`config.mk`:
```
export PLATFORM = sky130hd
export DESIGN_NAME = delay_line_var
export DESIGN_NICKNAME = d
export VERILOG_FILES = /design/src/rtl/delay_line_var.sv
export SDC_FILE = /design/constraint.sdc
export NUM_CORES = 1
export LEC_CHECK = 0
export CORE_UTILIZATION = 56
export DETAILED_ROUTE_END_ITERATION = 8
export PLACE_DENSITY = 0.76
export SLEW_MARGIN = 10
export SYNTH_ARGS = -nofsm -noshare
export SYNTH_HDL_FRONTEND = slang
export SYNTH_SLANG_ARGS = --single-unit
export TNS_END_PERCENT = 10
```
`constraint.sdc`:
```
create_clock -name clk -period 7.8 [get_ports clk]
set_input_delay 0.78 -clock clk [delete_from_list [all_inputs] [get_ports clk]]
set_output_delay 0.78 -clock clk [all_outputs]
set_load 0.005 [all_outputs]
```
`src/rtl/delay_line_var.sv`:
```
// rtl/delay_line_var.sv - valid/data delay line with runtime tap, stall and valid-only flush
module delay_line_var #(
    parameter int DATA_W    = 32,
    parameter int MAX_DELAY = 16,
    parameter int DELAY_W   = $clog2(MAX_DELAY + 1)
) (
    input  logic               clk,
    input  logic               rst,
    input  logic               en,
    input  logic               flush,
    input  logic [DELAY_W-1:0] delay,
    input  logic               validIn,
    input  logic [DATA_W-1:0]  dataIn,
    output logic               validOut,
    output logic [DATA_W-1:0]  dataOut,
    output logic               busy
);

    localparam logic [DELAY_W-1:0] MAX_D = DELAY_W'(MAX_DELAY);

    logic [MAX_DELAY-1:0] v;
    logic [DATA_W-1:0]    d [MAX_DELAY];
    logic [DELAY_W-1:0]   deff;

    // Flush clears only the valid bits; the data shift follows en on its own.
    always_ff @(posedge clk) begin
        if (rst) begin
            v <= '0;
            for (int i = 0; i < MAX_DELAY; i++) begin
                d[i] <= '0;
            end
        end else begin
            if (en) begin
                d[0] <= dataIn;
                for (int i = 1; i < MAX_DELAY; i++) begin
                    d[i] <= d[i-1];
                end
            end
            if (flush) begin
                v <= '0;
            end else if (en) begin
                v[0] <= validIn;
                for (int i = 1; i < MAX_DELAY; i++) begin
                    v[i] <= v[i-1];
                end
            end
        end
    end

    assign deff = (delay > MAX_D) ? MAX_D : delay;

    // Tap select and busy both track the live delay value, so a delay change
    // moves the output and re-evaluates pending work in the same cycle.
    always_comb begin
        validOut = validIn;
        dataOut  = dataIn;
        busy     = 1'b0;
        for (int i = 0; i < MAX_DELAY; i++) begin
            if (deff == DELAY_W'(i + 1)) begin
                validOut = v[i];
                dataOut  = d[i];
            end
            if (DELAY_W'(i) < deff) begin
                busy = busy | v[i];
            end
        end
    end

endmodule

```
# == Yosys cells after proc, flatten, opt, wreduce, memory -nomap -nowiden ==
# Memory sizes are Yosys's and may differ from the RTL's.
# Index checks and enable logic that the tools add are counted.
# op_classes
addsub,0
n_mul,0
div_mod_pow,0
n_lt_le_gt_ge,17
eq_ne,16
shifts,0
mux,70
bitwise,31
reduce_logical,1
# op_table
operator,n
2-to-1 mux 32 bit,32
"== test 5 x 4 -> 1 bit, second input constant",8
"< comparator 4 x 5 -> 1 bit, first input constant",8
2-to-1 mux 1 bit,37
bitwise OR 1 bit,31
"== test 5 x 3 -> 1 bit, second input constant",4
"< comparator 3 x 5 -> 1 bit, first input constant",4
"== test 5 x 2 -> 1 bit, second input constant",2
"< comparator 1 x 5 -> 1 bit, first input constant",2
"< comparator 2 x 5 -> 1 bit, first input constant",2
"== test 5 x 1 -> 1 bit, second input constant",1
"== test 5 bit, second input constant",1
"> comparator 5 bit, second input constant",1
2-to-1 mux 5 bit,1
OR reduction 2 bit,1
# totals
register_bits,16
latch_bits,0
ram_bits,512
mem_bits_ro,0
input_bits,42
output_inout_bits,34
mem_count,1
# memory_table
name,depth,word_bits,rd,rd_ports_with_merged_regs,write_ports,line,text
d,16,32,16,0,16,22,logic [DATA_W-1:0] d [MAX_DELAY];

# == Depth between registers and ports, before layout ==
# Gate-level depths: netlist of run 1.
# depth
depth_word,34
ltp_mapped,11

# == Least setup slack after synthesis of run 1 ==
# No wires, ideal clock.
# synth_timing
path_kind,input port to flip-flop
from,input en
to,"memory d[0][0], enable pin"
setup_ns,0.667
arrival_time_ns,7.825
t_required_ns,7.133
path_slack_ns,-0.691
stages,3
path_buffers,2
cell_sequence,clkbuf_1 > clkbuf_1 > or2_2
# synth_rtl
item,line,text
"start, declared",9,"input logic en,"
"end, declared",22,

# == Worst setup path after layout of run 1 ==
# layout_timing
from,input delay[1]
to,output dataOut[17]
# layout_between
elab_chain_cells,19
# layout_rtl
item,line,text
"start, declared",11,"input logic [DELAY_W-1:0] delay,"
> comparator 5 bit,50,assign deff = (delay > MAX_D) ? MAX_D : delay;
2-to-1 mux 5 bit *,50,
== test 5 x 1 -> 1 bit,59,if (deff == DELAY_W'(i + 1)) begin
2-to-1 mux 32 bit (15 in series),59,
2-to-1 mux 32 bit *,59,
"end, declared",15,"output logic [DATA_W-1:0] dataOut,"
# Mark *: on every way between the ends. The rest lies on a longest branch, timed or not.

==> impl_results.md, run 1 <==
* Final Setup Violations at 0
* # Max-Cap Violations at 0
* Initial antenna violation count at 2
* Routed Antenna Nets at 0
* Final worst-path cycle share at approximately 78%
* Crit path required time at 7020 ps
* Setup Buffers After CTS at 0
* Hold WC Path Type: reg2reg
* Pre-CTS setup slack at 2000 ps
* Power Density at 230 nW/µm²
* Syn_nets at 2265
* VDD IR-drop max at between 0.15 and 0.2 mV
* Crit path top cell by count: o21ai_0
* Core box area at approximately 45000 µm²
* First-pass GRT wire length at 114000 µm
* Clk_lat worst skew at 620 ps
* Die width at 217 µm
* Total grt overflow at 0
* Routability cong. at a little over 0.9
* Post-Syn Area per Cell at about 12 µm²
* Worst-margin pin slew at 1270 ps
* Die area at 47000 µm²
* Final min period at 6100 ps
* Worst setup margin at around 1700 ps
* Cells after synthesis at 2223
* Total CTS buffers at between 50 and 60
* Slew Viols, Final at 0
* Filler cells at 3600
* Die Y at 217 µm
* Max Fclk at 164 MHz
* TritonCTS clock tree: built
* Clock Sinks at 528
* Buf/Inv on CP at 3
* Critical Setup Path Class: in2out
* Synth Warn # at 0
* CTS hold repair buffers at 0
* Critical path peak fanout at 95
* Crit end category: primary output
* RSZ-0062 raised after global routing: false
* Startpoint Class: input port
* CP arrival at roughly 5300 ps
* Setup TNS at 0 ps
* Max H-tree Level at 2
* DRT iter0 DRCs at around 3300
* Diode count at 0
* Area of the mapped netlist at about 26000 µm²
* EDFF count, synth at 512
* Crit-path leading delay family: simple AND/OR/NAND/NOR gates
* Core Rows at 78
* Mean routed wirelength per cell at 26.9 µm
* DP HPWL at ~49000 µm
* Vias per cell at 6.70
* Port bufs at 75
* Slowest cell on crit path: nor2b_1
* Ys async rst share at 0%
* #FFs+latches synth at 528
* Clock Skew at 18.2 ps
* Post-cts sizing count at 0
* Routed WL at between 70000 and 80000 µm
* CTS Buffer Depth at 3
* Synth area leader: edfxtp_1
* Largest net degree at the start of global routing at 321
* Worst-path clk slew at 60 ps
* Layout cells sized above 1 at 7.51%
* Critical-path cell list: buf_4 -> buf_12 -> nor2b_1 -> nand2_1 -> o21ai_0 -> o21ai_0 -> a211oi_1 -> o21ai_1 -> clkdlybuf4s50_1
* Unique cell type count in the Yosys netlist at 82
* Max incr delay on CP at 1000 ps
* Leakage at 10.5 nW
* Synth area leaders: edfxtp_1, and2_1, nor2b_1
* Flop2flop setup slack at 6830 ps
* Slew margin rel. at 15.1%
* Final Hold Vio Count at 0
* Register area share after synthesis at 60.7%
* Tot Pwr at 6.58 mW
* DR vias at 19200
* Nets@finish at approximately 2300
* DRC Markers at 0
* Initial Utilization at 56.9%
* Status: finished, final reports clean
* Total GRT Usage at between 30% and 40%
* DR pass1 iterations at 8
* I/O Pins at 76
* Top FF cell, synth: edfxtp_1
* Number of global-route vias before repair at 17700
* Layout area overhead at 10.6%
* Top-area cell type share of the netlist area at 59.4%
* Root Buffer: clkbuf_16
[final cells by class]
type | instances | area, µm² | area share [%]
Clock inverter | 24 | 135 | 0.472
Clock buffer | 76 | 1540 | 5.38
Inverter | 10 | 37.5 | 0.131
Tap cell | 600 | 751 | 2.62
Sequential cell | 528 | 15700 | 54.9
Multi-Input combinational cell | 1510 | 9360 | 32.7
Timing Repair Buffer | 115 | 1090 | 3.80
[path summary, 6_finish.rpt]
| kind | from | endpoint | cells after the start |
|---|---|---|---|
| min reg2reg | v[3] | v[3] | 2 |
| min | v[3] | v[3] | 2 |
| max reg2reg | d[1][32] | d[1][64] | 1 |
| max | delay[1] | dataOut[17] | 9 |
[cells in the final DEF, fill, tap and decap left out, drive strengths merged, types with 14 or more instances in the layout]
cell and n:
a22oi 33, o31ai 15, a21oi 133, and2 328, nor2b 208, buf 45
o22ai 54, mux2i 42, edfxtp 512, o21ai 143, mux2 18, nor2 130
nand2 109, clkbuf 76, clkdlybuf4s50 70, clkinv 22, nand3 16, nor3 27
o211ai 16, a211oi 24, dfxtp 16, and3 14
[cells by family (layout without fill, tap and decap cells)]
logic type      count (synthesis)  after routing  share of synthesized area (%)
mux                            63             63                           2.67
flops                         528            528                           60.7
buf+inv                       185            225                           3.21
simple gates                  888            888                           19.4
compound gates                559            559                           14.0
[per-layer routing]
metal  vias up  GRT usage [%]  share of wire [%]
met3       208           7.46                 13
met4         4           14.3                4.6
met1      9323           48.3                 39
met5         -              0              0.034
met2      1438           45.8                 43
li1       8195              -                  -
[per-stage QoR]
| step | hold WS [ps] | util (%) | cell area [µm²] | cells |
|---|---|---|---|---|
| after floorplan | 483 | - | 25900 | 2223 |
| after global placement | 507 | 59.2 | 26900 | 2763 |
| after detailed placement | 515 | 59.2 | 26900 | 2763 |
| after CTS | 530 | 62.9 | 28600 | 2863 |
| after global routing | 556 | 62.9 | 28600 | 2863 |
| final | 526 | 62.9 | 28600 | 2863 |
[registers in the layout (all words and copies together), names as in the netlist]
register  count
d           512
v            16
[synth_stat cells, drive strengths merged (7+ instances only)]
library cell / n
a2bb2oi: 8
buf: 72
inv: 9
a21oi: 133
clkbuf: 103
and2: 328
a221o: 8
a31oi: 12
o21ai: 143
o22ai: 54
o31ai: 15
mux2: 18
or3: 13
a211oi: 24
edfxtp: 512
o211ai: 16
and3: 14
a311oi: 8
a21o: 10
a222oi: 8
or2: 7
a22oi: 33
nor2b: 208
nand2: 109
nor2: 130
nand2b: 8
o32ai: 10
nand3: 16
nor3: 27
o221ai: 11
mux2i: 42
dfxtp: 16
a221oi: 10
[power by group]
part / switching, mW / internal (mW) / leakage [nW]
logic: 0.423 / 0.238 / 3.91
clock network: 1.10 / 1.40 / 0.817
registers: 0.102 / 3.32 / 5.78
total: 1.62 / 4.96 / 10.5
(Power assumes the default switching activity.)
==> inputs of run 2 (changes only) <==
==> constraint.sdc (replaced) <==
create_clock -name clk -period 4.93 [get_ports clk]
set_input_delay 0.493 -clock clk [delete_from_list [all_inputs] [get_ports clk]]
set_output_delay 0.493 -clock clk [all_outputs]
set_load 0.005 [all_outputs]
==> run 2 against run 1 <==
Final area up 2.1%. Setup slack worse by 1300 ps. Combinational power up 66%. Clock power up 66%. Largest cell class unchanged.
==> impl_results.md, run 2 (synthesized netlist as in run 1, its figures left out) <==
* CP arrival at 4070 ps (-1250 ps)
* Final min period at approximately 4600 ps
* Largest net degree at the start of global routing at 145 (-55%)
* Worst-path clk slew at 60 ps (about the same)
* CTS hold repair buffers at 0 (unchanged)
* Worst-margin pin slew at 1180 ps (-88.5 ps)
* Max FFs per register at 512 (unchanged)
* Slew Viols, Final at 0 (unchanged)
* Clock Skew at 15.9 ps (-2.31 ps)
* Non-Filler Instances at 2922 (+2.1%)
* VDD IR-drop max at 0.308 mV (+64%)
* Comb power frac at 10.3% (+0.3 points)
* Total CTS buffers at 56 (+1.8%)
* Setup Buffers After CTS at 0 (unchanged)
* Nets@finish at 2323 (+2.7%)
* Layout cells sized above 1 at 9.78% (+2.3 points)
* Mean routed wirelength per cell at 27.2 µm (+1.2%)
* Routed WL at 79600 µm (+3.3%)
* Dpl cells at 2823 (+2.2%)
* Total GRT Usage at 34.1% (+1.6 points)
* P_sw at 2.63 mW (+62%)
* Final Setup Violations at 0 (unchanged)
* Root Buffer: clkbuf_16
* CTS Buffer Depth at 3 (unchanged)
* Vias per cell at 6.51 (-2.7%)
* Final Hold Vio Count at 0 (unchanged)
* Max H-tree Level at 2 (unchanged)
* Die width at 217 µm (unchanged)
* Hold WC Path Type: in2reg
* Filler cells at 3580 (-0.56%)
* Max Fclk at 219 MHz
* Slew margin rel. at 21.0% (+5.9 points)
* Core box area at 45500 µm² (unchanged)
* Util after Layout at 64.2% (+1.3 points)
* Worst hold path depth at 2 (unchanged)
* Clk_lat worst skew at 620 ps (about the same)
* Status: finished, final reports clean
* TritonCTS clock tree: built
* DR pass1 iterations at 6 (-2)
* Clock Sinks at 528 (unchanged)
* Commonest non-fill, non-tap cells in the layout: edfxtp_1, and2_1, nor2b_1, o21ai_0, a21oi_1
* Startpoint Class: input port
* Switching Share at 24.7% (about the same)
* Die area at 47000 µm² (unchanged)
* Crit path required time at 4440 ps (-2580 ps)
* Initial antenna violation count at 2 (unchanged)
* Tot Pwr at 10.7 mW (+62%)
* Multi-input gate area at 9360 µm² (about the same)
* DRC Markers at 0 (unchanged)
* Commonest non-fill, non-tap cell in the layout: edfxtp_1
* I/O Pins at 76 (unchanged)
* Core Rows at 78 (unchanged)
* Number of global-route vias before repair at 18300 (+3.7%)
* Routed Antenna Nets at 0 (unchanged)
* Layout area overhead at 12.9%
* Total grt overflow at 0 (unchanged)
* Post-cts sizing count at 0 (unchanged)
* Crit end category: primary output
* First-pass GRT wire length at 119000 µm (+4.3%)
* Seq pwr share at 50.8% (-1.2 points)
* # Max-Cap Violations at 0 (unchanged)
* Critical path peak fanout at 35 (-63%)
* Die Y at 217 µm (unchanged)
* Clock power share at 38.9% (+0.9 points)
* Top reg by flops: d
* Diode count at 0 (unchanged)
* DRT iter0 DRCs at 3043 (-7.2%)
* Final worst-path cycle share at 92.6%
* Leakage at 10.9 nW (+3.4%)
* Port bufs at 75 (unchanged)
* Largest regs: d: 512 flops, v: 16 flops
* Number of cells on the worst reg-to-reg path at 1 (unchanged)
* DR vias at 19000 (-0.70%)
* Power Internal at 8.03 mW (+62%)
* Routability cong. at 0.943 (+2.1%)
* Reg area at 15700 µm² (unchanged)
* Initial Utilization at 56.9% (unchanged)
* DP HPWL at 52900 µm (+8.9%)
* Critical Setup Path Class: in2out
* Power Density at 365 nW/µm² (+59%)
* RSZ-0062 raised after global routing: false
run 2: cell count changes in the layout (fill, tap and decap cells not counted), moves of 4 or more:
cell	before	now
buf_4	38	92
bufinv_16	1	5
buf_12	4	11
clkbuf_8	4	0
run 2: power groups by stage:
| stage | combinational (mW) | clock [mW] | sequential, mW |
|---|---|---|---|
| after detailed placement | 1.07 | 0 | 5.49 |
| after global routing | 1.16 | 4.32 | 5.44 |
| after global placement | 1.05 | 0 | 5.48 |
| final | 1.10 | 4.15 | 5.41 |
| after floorplan | 0.616 | 0 | 5.45 |
| after CTS | 1.07 | 4.16 | 5.41 |
run 2: layer usage:
metal	global-route usage, %	wire, µm	vias to the layer above
li1	-	-	8306
met1	49.3	32100	9277
met2	48.7	33900	1267
met3	9.67	10400	183
met4	13.6	3200	0
met5	0	0	-
run 2: final timing paths:
| path | start | to | slack (ps) |
|---|---|---|---|
| setup reg to reg | d[1][122] | d[1][154] | 3930 |
| setup / recovery | delay[0] | dataOut[17] | 360 |
| hold reg to reg | d[0][17] | d[0][49] | 540 |
| hold / removal | rst | d[1][89] | 410 |
run 2: cell type report:
cell class              count  area share [%]
flip-flops and latches    528            53.7
multi-input cells        1510            32.0
repair buffers            175            5.57
clock buffers              72            5.08
well taps                 600            2.57
clock inverters            27           0.861
inverters                  10           0.129
run 2: stage by stage:
stage / hold slack (ps) / setup TNS, ps / setup WS (ps) / cell area, µm²
after global routing: 470 / 0 / 273 / 29200
after detailed placement: 525 / 0 / 408 / 27500
after floorplan: 483 / -16010 / -31.3 / 25900
after CTS: 418 / 0 / 400 / 29200
final: 409 / 0 / 363 / 29200
after global placement: 503 / 0 / 497 / 27500
run 2: critical path: stages:
cell and delay, ps:
buf_4 450, buf_4 440, and2b_1 260, buf_4 370, and3_1 220, a211oi_1 60, o21ai_0 790, a211oi_1 250
o21ai_1 190, clkdlybuf4s50_1 520
